### config.mk
export PLATFORM = sky130hd
export DESIGN_NAME = shift_arbiter_flat
export DESIGN_NICKNAME = d
export VERILOG_FILES = /design/src/rtl/shift_arb_pkg.sv /design/src/rtl/shift_arbiter_if.sv /design/src/rtl/shift_arb_tag_pipe.sv /design/src/rtl/shift_arbiter.sv /design/src/flat_wrapper.sv
export SDC_FILE = /design/constraint.sdc
export NUM_CORES = 1
export LEC_CHECK = 0
export ABC_AREA = 1
export CELL_PAD_IN_SITES_DETAIL_PLACEMENT = 0
export CELL_PAD_IN_SITES_GLOBAL_PLACEMENT = 1
export CORE_MARGIN = 2
export CORE_UTILIZATION = 11
export CTS_BUF_LIST = sky130_fd_sc_hd__clkbuf_8
export DETAILED_ROUTE_END_ITERATION = 7
export HOLD_SLACK_MARGIN = 0.05
export PLACE_DENSITY = 0.94
export SYNTH_ARGS = -nofsm -noshare
export SYNTH_HDL_FRONTEND = slang
export SYNTH_SLANG_ARGS = --single-unit
### constraint.sdc
create_clock -name clk -period 3.3 [get_ports clk]
set_clock_uncertainty 0.05 [all_clocks]
set_input_delay 0.825 -clock clk [delete_from_list [all_inputs] [get_ports clk]]
set_output_delay 0.825 -clock clk [all_outputs]
set_load 0.03 [all_outputs]
### src/rtl/shift_arb_pkg.sv
// Shared types for the shift arbiter: port id, in-flight tag, sizing limits.
package shift_arb_pkg;

  localparam int unsigned LATENCY_MAX = 15;
  localparam int unsigned NUM_PORTS   = 2;

  typedef logic [0:0] port_id_t;

  // One entry of the tag delay line: marks which port a datapath slot belongs to.
  typedef struct packed {
    logic     valid;
    port_id_t id;
  } tag_t;

  localparam tag_t TAG_IDLE = '{valid: 1'b0, id: '0};

endpackage

### src/rtl/shift_arbiter_if.sv
// Client-side request/response bundle of the two-port shift arbiter.
interface shift_arbiter_if;

  logic [1:0]  req;
  logic [7:0]  n0;
  logic [7:0]  n1;
  logic [31:0] dataa0;
  logic [31:0] dataa1;
  logic [31:0] datab0;
  logic [31:0] datab1;
  logic [1:0]  grant;
  logic [1:0]  done;
  logic [31:0] result;

  modport master (
    output req, n0, n1, dataa0, dataa1, datab0, datab1,
    input  grant, done, result
  );

  modport slave (
    input  req, n0, n1, dataa0, dataa1, datab0, datab1,
    output grant, done, result
  );

endinterface

### src/rtl/shift_arb_tag_pipe.sv
// Tag delay line that tracks which port owns each slot of the external shift pipeline.
module shift_arb_tag_pipe
  import shift_arb_pkg::*;
#(
  parameter int unsigned LATENCY = 3
) (
  input  logic clk,
  input  logic reset,
  input  logic clk_en,
  input  tag_t tag_in,
  output tag_t tag_out
);

  tag_t stage_q [LATENCY];
  tag_t stage_d [LATENCY];

  // Shift one stage per enabled cycle; hold everything otherwise.
  always_comb begin
    stage_d = stage_q;
    if (clk_en) begin
      stage_d[0] = tag_in;
      for (int unsigned i = 1; i < LATENCY; i++) begin
        stage_d[i] = stage_q[i-1];
      end
    end
  end

  // Stage registers; reset drops every in-flight tag.
  always_ff @(posedge clk) begin
    if (reset) begin
      for (int unsigned i = 0; i < LATENCY; i++) begin
        stage_q[i] <= TAG_IDLE;
      end
    end else begin
      stage_q <= stage_d;
    end
  end

  assign tag_out = stage_q[LATENCY-1];

endmodule

### src/rtl/shift_arbiter.sv
// Two-port round-robin arbiter in front of a shared, fixed-latency shift datapath.
module shift_arbiter
  import shift_arb_pkg::*;
#(
  parameter int unsigned LATENCY = 3
) (
  input  logic              clk,
  input  logic              reset,
  input  logic              clk_en,
  shift_arbiter_if.slave    bus,
  output logic [7:0]        sh_n,
  output logic [31:0]       sh_dataa,
  output logic [31:0]       sh_datab,
  input  logic [31:0]       sh_result
);

  logic [1:0] busy_q;
  logic [1:0] busy_d;
  port_id_t   last_id_q;
  port_id_t   last_id_d;
  logic       active;
  logic [1:0] eligible;
  logic [1:0] grant;
  logic [1:0] done;
  tag_t       tag_in;
  tag_t       tag_out;

  // Reset is gated in combinationally so outputs are quiet during reset cycles too.
  assign active = clk_en && !reset;

  // Round-robin pick between eligible ports; ties go to the port not granted last.
  always_comb begin
    eligible = active ? (bus.req & ~busy_q) : 2'b00;
    grant    = 2'b00;
    if (eligible == 2'b11) begin
      grant = (last_id_q == 1'b1) ? 2'b01 : 2'b10;
    end else begin
      grant = eligible;
    end
  end

  // Issue the winner's operands to the datapath and tag the slot.
  always_comb begin
    sh_n          = '0;
    sh_dataa      = '0;
    sh_datab      = '0;
    tag_in.valid  = |grant;
    tag_in.id     = grant[1];
    if (grant[0]) begin
      sh_n     = bus.n0;
      sh_dataa = bus.dataa0;
      sh_datab = bus.datab0;
    end else if (grant[1]) begin
      sh_n     = bus.n1;
      sh_dataa = bus.dataa1;
      sh_datab = bus.datab1;
    end
  end

  // Retire the slot leaving the pipeline and return its result.
  always_comb begin
    done = 2'b00;
    if (active && tag_out.valid) begin
      done[tag_out.id] = 1'b1;
    end
  end

  // Busy/round-robin bookkeeping; grant and done always name different ports.
  always_comb begin
    busy_d    = (busy_q | grant) & ~done;
    last_id_d = (|grant) ? port_id_t'(grant[1]) : last_id_q;
  end

  // Arbiter state registers.
  always_ff @(posedge clk) begin
    if (reset) begin
      busy_q    <= 2'b00;
      last_id_q <= 1'b1;
    end else begin
      busy_q    <= busy_d;
      last_id_q <= last_id_d;
    end
  end

  assign bus.grant  = grant;
  assign bus.done   = done;
  assign bus.result = (|done) ? sh_result : '0;

  shift_arb_tag_pipe #(
    .LATENCY (LATENCY)
  ) u_tag_pipe (
    .clk     (clk),
    .reset   (reset),
    .clk_en  (clk_en),
    .tag_in  (tag_in),
    .tag_out (tag_out)
  );

endmodule

### src/flat_wrapper.sv
// flat-port wrapper written by rule: the top's interface ports become plain ports
module shift_arbiter_flat import shift_arb_pkg::*;
#(
  parameter int unsigned LATENCY = 3
)
  (clk, reset, clk_en, sh_n, sh_dataa, sh_datab, sh_result, bus_req, bus_n0, bus_n1, bus_dataa0, bus_dataa1, bus_datab0, bus_datab1, bus_grant, bus_done, bus_result);
  shift_arbiter_if bus_i ();
  input  logic clk;
  input  logic reset;
  input  logic clk_en;
  output logic [7:0] sh_n;
  output logic [31:0] sh_dataa;
  output logic [31:0] sh_datab;
  input  logic [31:0] sh_result;
  input wire logic [$bits(bus_i.req)-1:0] bus_req;
  input wire logic [$bits(bus_i.n0)-1:0] bus_n0;
  input wire logic [$bits(bus_i.n1)-1:0] bus_n1;
  input wire logic [$bits(bus_i.dataa0)-1:0] bus_dataa0;
  input wire logic [$bits(bus_i.dataa1)-1:0] bus_dataa1;
  input wire logic [$bits(bus_i.datab0)-1:0] bus_datab0;
  input wire logic [$bits(bus_i.datab1)-1:0] bus_datab1;
  output wire logic [$bits(bus_i.grant)-1:0] bus_grant;
  output wire logic [$bits(bus_i.done)-1:0] bus_done;
  output wire logic [$bits(bus_i.result)-1:0] bus_result;
  assign bus_i.req = bus_req;
  assign bus_i.n0 = bus_n0;
  assign bus_i.n1 = bus_n1;
  assign bus_i.dataa0 = bus_dataa0;
  assign bus_i.dataa1 = bus_dataa1;
  assign bus_i.datab0 = bus_datab0;
  assign bus_i.datab1 = bus_datab1;
  assign bus_grant = bus_i.grant;
  assign bus_done = bus_i.done;
  assign bus_result = bus_i.result;
  shift_arbiter #(.LATENCY(LATENCY)) u_core (.clk(clk), .reset(reset), .clk_en(clk_en), .bus(bus_i), .sh_n(sh_n), .sh_dataa(sh_dataa), .sh_datab(sh_datab), .sh_result(sh_result));
endmodule
==> results.md, run 1 <==
Status:
- The run finished with clean final reports.

Timing:
- The worst pin sits at a relative slew slack of 81.3%.
- For the finished layout, the period the worst path requires is 3.16 ns.
- The count of final setup violators is 0.
- The max-slew violation count was 0.
- The least setup slack across all paths after layout is 0.136 ns.
- Derived from the worst setup path, the maximum achievable clock frequency is 316 MHz.
- At the pin with the least slew margin, the transition time is 0.280 ns.
- The number of hold-slack violations in the final timing report is 0.
- The final clock period utilization by the worst path is a little over nine tenths.

Die:
- The die is ~130 um wide.
- The number of standard-cell rows in the floorplan is 44.
- The full die area is 15,800 um2.
- The core area is 14,500 um2.
- The y dimension of the die is 126 um.
- The starting utilization of the core area is 11.2%.
- 289 I/O pins were placed.

Logic synthesis:
- Summing every instance area after synthesis gives around 1600 um2.
- After synthesis the netlist holds a flip-flop and latch count of 9.
- The number of nets in the synthesized netlist is 536.
- The number of distinct library cell variants in the gate-level netlist after synthesis is 17.
- The share of the Yosys chip area taken by registers is 11.0%.
- The mean post-synth cell area is roughly 4.6 um2.
- The library cell occupying the most area in the post-synthesis netlist is sky130_fd_sc_hd__nand2_1.
- Sorting the synthesized cells by area gives the leading types as sky130_fd_sc_hd__nand2_1 51%, sky130_fd_sc_hd__dfxtp_1 11%, sky130_fd_sc_hd__nor2_1 9.7%, sky130_fd_sc_hd__inv_1 9.4%, sky130_fd_sc_hd__buf_6 4.8%.
- For this run, the number of Yosys warnings is 0.
- Of all flip-flops after synthesis, the portion carrying an async set or reset was 0%.
- In this run, synthesis inferred 0 flip-flops with an integrated enable.
- The area fraction of the dominant cell type after synthesis is between 50 and 60%.
- Synthesis produced a netlist whose cell count is about 360.
- The most used flip-flop cell after synthesis is sky130_fd_sc_hd__dfxtp_1.

Power:
- The power density over the cells is 171 nW/um2.
- Internal power comes to 0.499 mW.
- Of the total power, combinational logic draws between 60% and 70%.
- Of the total power, the share spent switching nets is 36.5%.
- Registers are responsible for approximately 15% of the overall power.
- The net load switching power is 0.287 mW.
- The peak ir drop on the vdd network is approximately 0.00019 V.
- The clock network is responsible for between 10% and 20% of the overall power.
- The leakage power is around 2.5 nW.

Worst setup path:
- The data required time at the worst endpoint is 2.42 ns.
- The reg2reg setup slack is 2.25 ns.
- The startpoint identified for the worst register-to-register timing path is u_core.busy_q[1]$_SDFF_PP0_.
- STA classifies the critical path endpoint as an output pin.
- The critical register-to-register path endpoint is u_core.busy_q[0]$_SDFF_PP0_.
- Counting cells, the worst reg-to-reg path comes to 7.
- The worst setup path is launched from an input pin.
- The class of the most critical setup path is input pin to output pin.
- The largest fanout on the critical path is 37.
- The worst path arrival time is 2.29 ns.

GRT:
- The total routing resource utilization after global routing is 9.70%.
- The maximum number of pins on one net before global-route repair is 38.
- The first global-routing pass estimated 13,000 um of wire.
- The number of global-route vias before repair came to 2,632.
- The met2 track demand over resource is 16.9%.
- After global routing, the most crowded layer is met2.
- The remaining global-route overflow is 0.
- The met3 usage is 1.95%.
- The initial antenna violation count is 1.
- The global routing met1 resource utilization is around an eighth.

Route:
- The routed wire length per instance is 10.6 um.
- The detailed-routing iteration count for the pre-antenna-repair pass is 4.
- The violation count after the first detailed-route iteration is 80.
- The via density per instance is 3.54.
- In this run the remaining antenna-violating nets after routing total 0.
- The detailed router placed 2,939 vias in this run.
- The final layout contains routed wiring with a total length of just under 9000 um.
- In the routed design, unresolved DRC markers number 0.

Cells and area:
- The number of fill cells is 1,624.
- Compared with the post-synthesis result, the final layout area differs by 181%.
- The post-route standard cell area excluding fillers is 4590 um2.
- Leaving out fill and tap cells, the most frequent cells in the layout are 221 x sky130_fd_sc_hd__nand2_1, 180 x sky130_fd_sc_hd__clkdlybuf4s50_1, 119 x sky130_fd_sc_hd__buf_4.
- Leaving out fill and tap cells, the most frequent cell in the layout is sky130_fd_sc_hd__nand2_1.
- In the final design database the tool counted 828 nets.
- The post-route non-filler standard cell count is 831.
- In the final layout, the share of cells above drive strength 1 is between 20% and 30%.

Clocking:
- Clock tree synthesis found a total of 9 sinks.
- Clock tree synthesis selected as its root buffer the cell sky130_fd_sc_hd__clkbuf_8.
- The number of hold buffers added after CTS is 0.
- In this run, CTS created clock tree buffers numbering 3.
- CTS built an H-tree with a depth of 1.
- The clock latency on the worst-skew pair is 0.23 ns.
- TritonCTS built the clock tree.
- The clock edge transition at the registers on the reported setup and hold paths is 0.05 ns.
- In this run the deepest clock path goes through 2 buffers.

Place:
- Timing analysis after detailed placement gives a worst setup slack of 0.0585 ns.
- The number of placed instances, taps included, is 823.
- Input and output buffers added on the ports amount to 288.
- The half-perimeter wire length of the detailed placement result is between 7000 and 8000 um.
- Routability-driven placement finished with a final weighted congestion of roughly 0.82.
- The placed instance area is 4490 um2.

Worst hold path:
- The start point of the worst min-delay path is u_core.u_tag_pipe.stage_q[4]$_SDFFE_PP0P_.
- The worst min-delay path class is flop to flop.
- The worst-case hold path end point is u_core.u_tag_pipe.stage_q[4]$_SDFFE_PP0P_.
- Along the worst hold path, the cell count comes to 2.

Flow run:
- The count of max-cap constraint violations is 0.
[synthesized netlist by cell type (2+ instances only)]
cell                      count
sky130_fd_sc_hd__o21ai_0      7
sky130_fd_sc_hd__nand3_1      2
sky130_fd_sc_hd__inv_1       41
sky130_fd_sc_hd__a21oi_1      5
sky130_fd_sc_hd__buf_6        7
sky130_fd_sc_hd__nand2_1    221
sky130_fd_sc_hd__nor2_1      42
sky130_fd_sc_hd__inv_2        2
sky130_fd_sc_hd__dfxtp_1      9
sky130_fd_sc_hd__buf_2        3
sky130_fd_sc_hd__nand2_2      3
sky130_fd_sc_hd__buf_4        8
[state kept, by name, indices dropped and copies added (netlist names)]
name / cells
u_core.last_id_q: 1
u_core.u_tag_pipe.tag_out: 2
u_core.u_tag_pipe.stage_q: 4
u_core.busy_q: 2
[kinds of logic (layout without fill, tap and decap cells)]
family	count (synthesis)	count (layout)	share of synthesized area [%]
flip-flops	9	9	11.0
AO/OA/AOI/OAI	12	12	3.68
buffers and inverters	62	353	19.7
AND/OR/NAND/NOR	272	272	65.6
other	0	1	0
[power by group through the flow]
stage / registers, mW / logic (mW) / clock network, mW
final: 0.118 / 0.542 / 0.127
after global routing: 0.118 / 0.581 / 0.137
after CTS: 0.117 / 0.539 / 0.130
after detailed placement: 0.120 / 0.537 / 0
after global placement: 0.119 / 0.537 / 0
after floorplan: 0.119 / 0.213 / 0
[worst max-delay path by stage]
| stage | start | to | slack, ns | cells past startpoint |
|---|---|---|---|---|
| after floorplan | reset | sh_dataa[17] | 0.66 | 8 |
| after global placement | clk_en | sh_dataa[21] | 0.06 | 9 |
| after detailed placement | clk_en | sh_n[3] | 0.06 | 9 |
| after CTS | clk_en | sh_dataa[21] | 0.05 | 9 |
| after global routing | clk_en | sh_datab[17] | -0.002 | 9 |
| final | clk_en | sh_n[6] | 0.14 | 9 |
[critical path, stage by stage]
cell and delay [ns]:
sky130_fd_sc_hd__clkdlybuf4s50_1 0.52, sky130_fd_sc_hd__nand2_2 0.09, sky130_fd_sc_hd__nor2_4 0.13, sky130_fd_sc_hd__nand2_2 0.11
sky130_fd_sc_hd__inv_4 0.09, sky130_fd_sc_hd__buf_12 0.19, sky130_fd_sc_hd__nand2_1 0.09, sky130_fd_sc_hd__nand2_1 0.07
sky130_fd_sc_hd__buf_4 0.15
[layer usage]
| layer | share of wire, % | wire [um] | vias to the layer above |
|---|---|---|---|
| li1 | - | - | 1607 |
| met3 | 7.9 | 694 | 12 |
| met1 | 41 | 3610 | 1191 |
| met4 | 1.2 | 106 | 0 |
| met5 | 0 | 0 | - |
| met2 | 50 | 4410 | 129 |
[layout make-up]
| type | instances | area [um2] | share of cell area (%) |
|---|---|---|---|
| inverter | 44 | 168 | 3.65 |
| sequential | 9 | 180 | 3.92 |
| timing repair buffer | 305 | 2830 | 61.6 |
| antenna | 1 | 2.50 | 0.0545 |
| multi-input combinational | 284 | 1140 | 24.8 |
| clock inverter | 1 | 5.00 | 0.109 |
| clock buffer | 3 | 41.3 | 0.899 |
| tap | 184 | 230 | 5.01 |
[stage by stage]
step	utilization, %	total power [mW]	hold slack (ns)	TNS [ns]
floorplan	-	0.332	0.379	0
global placement	30.9	0.656	0.404	0
detailed placement	30.9	0.656	0.402	0
CTS	31.2	0.787	0.409	0
global route	31.6	0.836	0.431	-0.00247
finish	31.6	0.787	0.411	0
[what timing repair did]
action,in CTS,in global routing
buffers inserted,0,2
resized for setup,0,3
endpoints found under the setup margin,0,62
No activity file was read; power rests on OpenSTA's default activity.
==> run 2, diff against run 1 <==
- REMOVE_ABC_BUFFERS: default -> 1
- SETUP_SLACK_MARGIN: default -> 0.15
==> run 2 against run 1 <==
Compared with the run above:
- routed wire length grew 33%
- cell area is 11% higher
- hold slack worse by 0.0023 ns
- core utilization is 3.4 points higher
- critical path depth unchanged
- combinational power grew 16%
- via count up 4.2%
- critical path type unchanged
- largest cell class unchanged
==> results.md, run 2 (same netlist as run 1, synthesis figures left out) <==
Status:
- The run finished with clean final reports.

Timing:
- For the finished layout, the period the worst path requires is 3.08 ns.
- Setup repair after global routing could not meet its margin everywhere.
- Final hold analysis gives a worst-case slack of 0.409 ns.
- The max-slew violation count is 0.
- The number of hold-slack violations in the final timing report is 0.
- The final total negative setup slack is 0 ns.
- Setup violations remaining at the end of the flow were counted as 0.
- For the pin with the worst max-slew slack, the measured transition is 0.272 ns.
- Of the available clock period, the critical path in the final layout requires 93.3%.
- Across all setup checks in the final design, the least slack found is 0.220 ns.
- The maximum clock frequency is 325 MHz.
- The headroom to the max-slew limit is 81.8%.

GRT:
- The remaining global-route overflow is 0.
- The number of global-route vias before repair came to around 2,800.
- Global routing consumed, over all layers together, 13.2% of the routing resources.
- The wire length of the first global-routing pass is 16,500 um.
- Entering global routing, the biggest net connects 39 pins.
- The initial antenna violation count was 1.

Clocking:
- The largest buffer count on any clock path is 2.
- The clock latency on the worst-skew pair is approximately 0.23 ns.
- TritonCTS built the clock tree.
- The total clock buffers created by CTS is 3.
- The root buffer cell is sky130_fd_sc_hd__clkbuf_8.
- The clock edge transition at the registers on the reported setup and hold paths is around 0.040 ns.
- CTS built an H-tree with a depth of 1.
- The clock sink count is 9.

Route:
- The detailed-routing iteration count for the pre-antenna-repair pass is 4.
- The total via count after detailed routing is 3,062.
- The via density per instance is 3.65.
- The detail route stage leaves a number of antenna-violating nets equal to 0.
- In the final routed layout, each cell accounts on average for 14.0 um.
- The violation count after the first detailed-route iteration is approximately 170.
- The total DRC errors in the routed layout is 0.
- The overall routed net length is 11,700 um.

Flow run:
- The count of max-cap constraint violations is 0.

Worst setup path:
- The worst setup path is of the input pin to output pin kind.
- The data required time at the worst endpoint is between 2 and 2.5 ns.
- The worst setup path is captured at an output pin.
- The worst path arrival time is 2.21 ns.
- The nature of the critical path startpoint is an input pin.
- Along the worst path, the maximum fanout reaches 10.
- The worst register-to-register path has a setup slack of 2.11 ns.

Worst hold path:
- The min-delay analysis places its worst path in the category flop to flop.

Die:
- The core area is 14,500 um2.
- The initial utilization of the core area, before any placement, comes to 11.2%.
- The full die area is 15,800 um2.
- The die is 126 um tall.
- The horizontal extent of the die is 126 um.
- The total I/O pin count is 289.
- The number of standard-cell rows in the floorplan is between 40 and 50.

Place:
- The total of buffers placed on input and output ports is about 290.
- In this run, placement finished with an instance count of between 800 and 900.
- The minimum setup slack after placement is -0.0867 ns.
- The global placer's final weighted congestion is 0.839.
- After legalization and detailed placement, the total HPWL measured 9420 um.
- Once placement finished, the instance area stood at roughly 4800 um2.

Cells and area:
- The register with the most flip-flops is u_core.u_tag_pipe.stage_q.
- Leaving out fill and tap cells, the most frequent cell in the layout is sky130_fd_sc_hd__nand2_1.
- After routing the design area is between 5000 and 6000 um2.
- The fraction of final layout cells sized beyond drive strength 1 is 24.2%.
- Leaving out fill and tap cells, the most frequent cells in the layout are 210 x sky130_fd_sc_hd__nand2_1, 176 x sky130_fd_sc_hd__clkdlybuf4s50_1, 92 x sky130_fd_sc_hd__buf_4.
- The post-route non-filler standard cell count is 838.
- For this run, the post-layout net count is 835.
- The register with the most flip-flops in the layout has 4 of them.
- Cells fill 35.0% of the core in the end.
- The area growth from synthesis to layout is 212%.
- Counting the fill cells in the layout gives 1,534.

Power:
- The worst-case IR drop observed on VDD is between 0.0001 and 0.00015 V.
- Summed over all cells, the static leakage comes to 2.64 nW.
- The power density over the cells is 170 nW/um2.
- Power comes to 0.867 mW.
==> run 2: cell types whose count changed in the layout (fill, tap and decap cells not counted), sizes merged, moves of 2 or more <==
cell	before	now
buf	124	127
clkbuf	4	6
dlygate4sd2	0	3
clkdlybuf4s50	180	176
bufbuf	0	2
==> run 2: routing by layer <==
metal | vias up | global-route usage (%) | routed length [um]
li1 | 1623 | - | -
met1 | 1290 | 16.7 | 4880
met2 | 141 | 23.2 | 5750
met3 | 8 | 2.97 | 898
met4 | 0 | 1.94 | 195
met5 | - | 0 | 0
==> run 2: critical path, stage by stage <==
cell and delay, ns:
sky130_fd_sc_hd__dlygate4sd2_1 0.26, sky130_fd_sc_hd__buf_4 0.15, sky130_fd_sc_hd__nor2_4 0.13, sky130_fd_sc_hd__nand3_4 0.12, sky130_fd_sc_hd__nand2_8 0.14, sky130_fd_sc_hd__bufbuf_16 0.29, sky130_fd_sc_hd__nand2_1 0.07, sky130_fd_sc_hd__nand2_1 0.07
sky130_fd_sc_hd__buf_4 0.15
==> run 2: timing repair <==
action / 4_1_cts / 5_1_grt
endpoints found under the setup margin: 72 / 72
setup buffers: 1 / 1
pin swaps: 7 / 1
endpoints found under the hold margin: 0 / 0
resized for setup: 22 / 13
hold buffers: 0 / 0
cloned: 2 / 3
==> run 2: final cells by class <==
| class | instances | area (um2) | area share, % |
|---|---|---|---|
| well taps | 184 | 230 | 4.52 |
| diodes | 1 | 2.50 | 0.0491 |
| multi-input cells | 284 | 1190 | 23.3 |
| repair buffers | 312 | 3270 | 64.3 |
| inverters | 44 | 173 | 3.39 |
| flip-flops and latches | 9 | 180 | 3.54 |
| clock inverters | 1 | 3.75 | 0.0737 |
| clock buffers | 3 | 41.3 | 0.811 |
==> run 2: where the power goes <==
| group | switching (mW) | internal, mW | total [mW] |
|---|---|---|---|
| registers | 0.00254 | 0.115 | 0.118 |
| clock network | 0.0404 | 0.0807 | 0.121 |
| logic | 0.272 | 0.356 | 0.628 |
==> run 2: worst paths after layout <==
path	cells past startpoint	from	endpoint
worst max-delay path	9	reset	sh_dataa[10]
worst min register to register	2	u_core.u_tag_pipe.stage_q[5]$_SDFFE_PP0P_	u_core.u_tag_pipe.stage_q[3]$_SDFFE_PP0P_
worst min-delay path	2	u_core.u_tag_pipe.stage_q[5]$_SDFFE_PP0P_	u_core.u_tag_pipe.stage_q[3]$_SDFFE_PP0P_
worst max register to register	7	u_core.busy_q[0]$_SDFF_PP0_	u_core.last_id_q$_SDFFE_PP1P_
==> edit, RTL diff (settings of run 2) <==
`LATENCY` is set to 3 in 3 places; all go to 6.
--- a/src/rtl/shift_arb_tag_pipe.sv
+++ b/src/rtl/shift_arb_tag_pipe.sv
@@ -4,3 +4,3 @@
 #(
-  parameter int unsigned LATENCY = 3
+  parameter int unsigned LATENCY = 6
 ) (
--- a/src/rtl/shift_arbiter.sv
+++ b/src/rtl/shift_arbiter.sv
@@ -4,3 +4,3 @@
 #(
-  parameter int unsigned LATENCY = 3
+  parameter int unsigned LATENCY = 6
 ) (
--- a/src/flat_wrapper.sv
+++ b/src/flat_wrapper.sv
@@ -3,3 +3,3 @@
 #(
-  parameter int unsigned LATENCY = 3
+  parameter int unsigned LATENCY = 6
 )
Function: changed (Yosys sat finds a counterexample within 4 cycles, from zero or initial values and one cycle with reset high).
==> edit against run 2 <==
- critical path depth decreased by 2
- total power increased by 6.5%
- final cell count increased by 12%
- sequential cell count increased by 6
- synthesized area increased by 30%
- sequential share of layout area increased by 2.1 points
- global-route usage decreased by 3.5 points
- non-clock buffer count decreased by 1
- cell area increased by 4.7%
- synthesized cell count increased by 9.9%
- register-to-register slack got worse by 0.15 ns
- wire length decreased by 4.6%
- worst setup slack improved by 0.021 ns
- clock power increased by 25%
- critical path type unchanged
- critical endpoint is now sh_datab[8]
- largest power group unchanged
- highest routed layer unchanged
==> edit: results (changes against run 2) <==
- Result of the run: completed (unchanged).
- The launching point of the worst reg2reg path is u_core.last_id_q$_SDFFE_PP1P_ (was u_core.busy_q[0]$_SDFF_PP0_).
- The clock insertion delay at the later pin of the skew report is 0.25 ns (was 0.23 ns).
- The share of final layout cell area taken by clock buffers and inverters is 0.868% (was 0.885%).
- The beginning of the worst hold path is u_core.u_tag_pipe.stage_q[11]$_SDFFE_PP0P_ (was u_core.u_tag_pipe.stage_q[5]$_SDFFE_PP0P_).
- The worst hold slack across all endpoints is 0.422 ns (was 0.409 ns).
- Synth cell count leaders: sky130_fd_sc_hd__inv_1 (115), sky130_fd_sc_hd__nand3_1 (73), sky130_fd_sc_hd__nor2_1 (50) (was sky130_fd_sc_hd__nand2_1 (221), sky130_fd_sc_hd__nor2_1 (42), sky130_fd_sc_hd__inv_1 (41)).
- The area of the mapped netlist is 0.00213 mm² (was 0.00163 mm²).
- The leakage component of the power is 2.66 nW (was 2.64 nW).
- The flip-flop and latch area is 300 µm² (was 180 µm²).
- The post-detailed-route via-to-cell ratio is 3.74 (was 3.65).
- The part of the Yosys area used for sequential elements is 14.1% (was 11.0%).
- The instance area at placement is 0.00510 mm² (was 0.00479 mm²).
- The mean post-synth cell area came to 5.46 µm² (was 4.60 µm²).
- The setup slack on the worst flop-to-flop path was 1.96 ns (was 2.11 ns).
- The terminating pin of the worst hold path is u_core.u_tag_pipe.stage_q[9]$_SDFFE_PP0P_ (was u_core.u_tag_pipe.stage_q[3]$_SDFFE_PP0P_).
- The part of the total power dissipated in the clock network is 16.3% (was 14.0%).
- The global placement routability congestion is 0.742 (was 0.839).
- The count of plain and timing-repair buffers in the layout is 311 (was 312).
- The cell with the largest stage delay on the worst path was sky130_fd_sc_hd__clkdlybuf4s50_1 (was sky130_fd_sc_hd__bufbuf_16).
- The half-perimeter wire length of the detailed placement result is 8.75 mm (was 9.42 mm).
- The wire length of the first global-routing pass is 15.8 mm (was 16.5 mm).
- The actual slew at the worst max-slew pin came to 0.326 ns (was 0.272 ns).
- The maximum fanout along the worst path was 37 (was 10).
- The multi-input gate share of the layout cell area came to 23.3% (about the same).
- The total setup buffers inserted after CTS came to 4 (was 1).
- The data arrival time of the critical path is 2.18 ns (was 2.21 ns).
- The switching component of the power is 331 µW (was 315 µW).
- The largest stage delay on the critical path came to 0.48 ns (was 0.29 ns).
- The share of final layout cell area taken by non-clock buffers is 55.9% (was 64.3%).
- The number of cells upsized or downsized after cts is 16 (was 22).
- The number of multi-input combinational cells in the layout is 229 (was 284).
- The count of filler cells inserted in the layout is 2,029 (was 1,534).
- The depth of the most critical reg-to-reg path is 5 (was 7).
- The highest ir drop seen on vdd came to 116 µV (was 126 µV).
- The largest net degree at the start of global routing was 43 (was 39).
- The share of total power in combinational logic is 62.3% (was 72.5%).
- The number of DRC markers in iteration 0 is 100 (was 171).
==> edit: metal layers <==
layer	track usage, %	part of all wire, %	wire [µm]
met2	19.1	51	5720
met5	0	0	0
met1	10.6	37	4120
met4	1.35	0.73	82
met3	2.11	11	1260
==> edit: how the worst max path moves through the flow <==
stage | start | depth (start not counted) | slack (ns) | endpoint
global placement | clk_en | 7 | -0.04 | sh_dataa[30]
detailed placement | clk_en | 7 | -0.04 | sh_dataa[30]
floorplan | reset | 5 | -0.46 | sh_dataa[28]
finish | bus_req[1] | 7 | 0.24 | sh_datab[8]
CTS | clk_en | 9 | 0.16 | sh_datab[30]
global route | bus_req[1] | 7 | 0.15 | sh_datab[6]
==> edit: kinds of logic (layout without fill, tap and decap cells) <==
group / count (synthesis) / in the layout / share of synthesized area, %
buf+inv: 146 / 431 / 28.3
flops: 15 / 15 / 14.1
simple gates: 141 / 141 / 30.2
compound gates: 88 / 88 / 27.4
other cells: 0 / 1 / 0
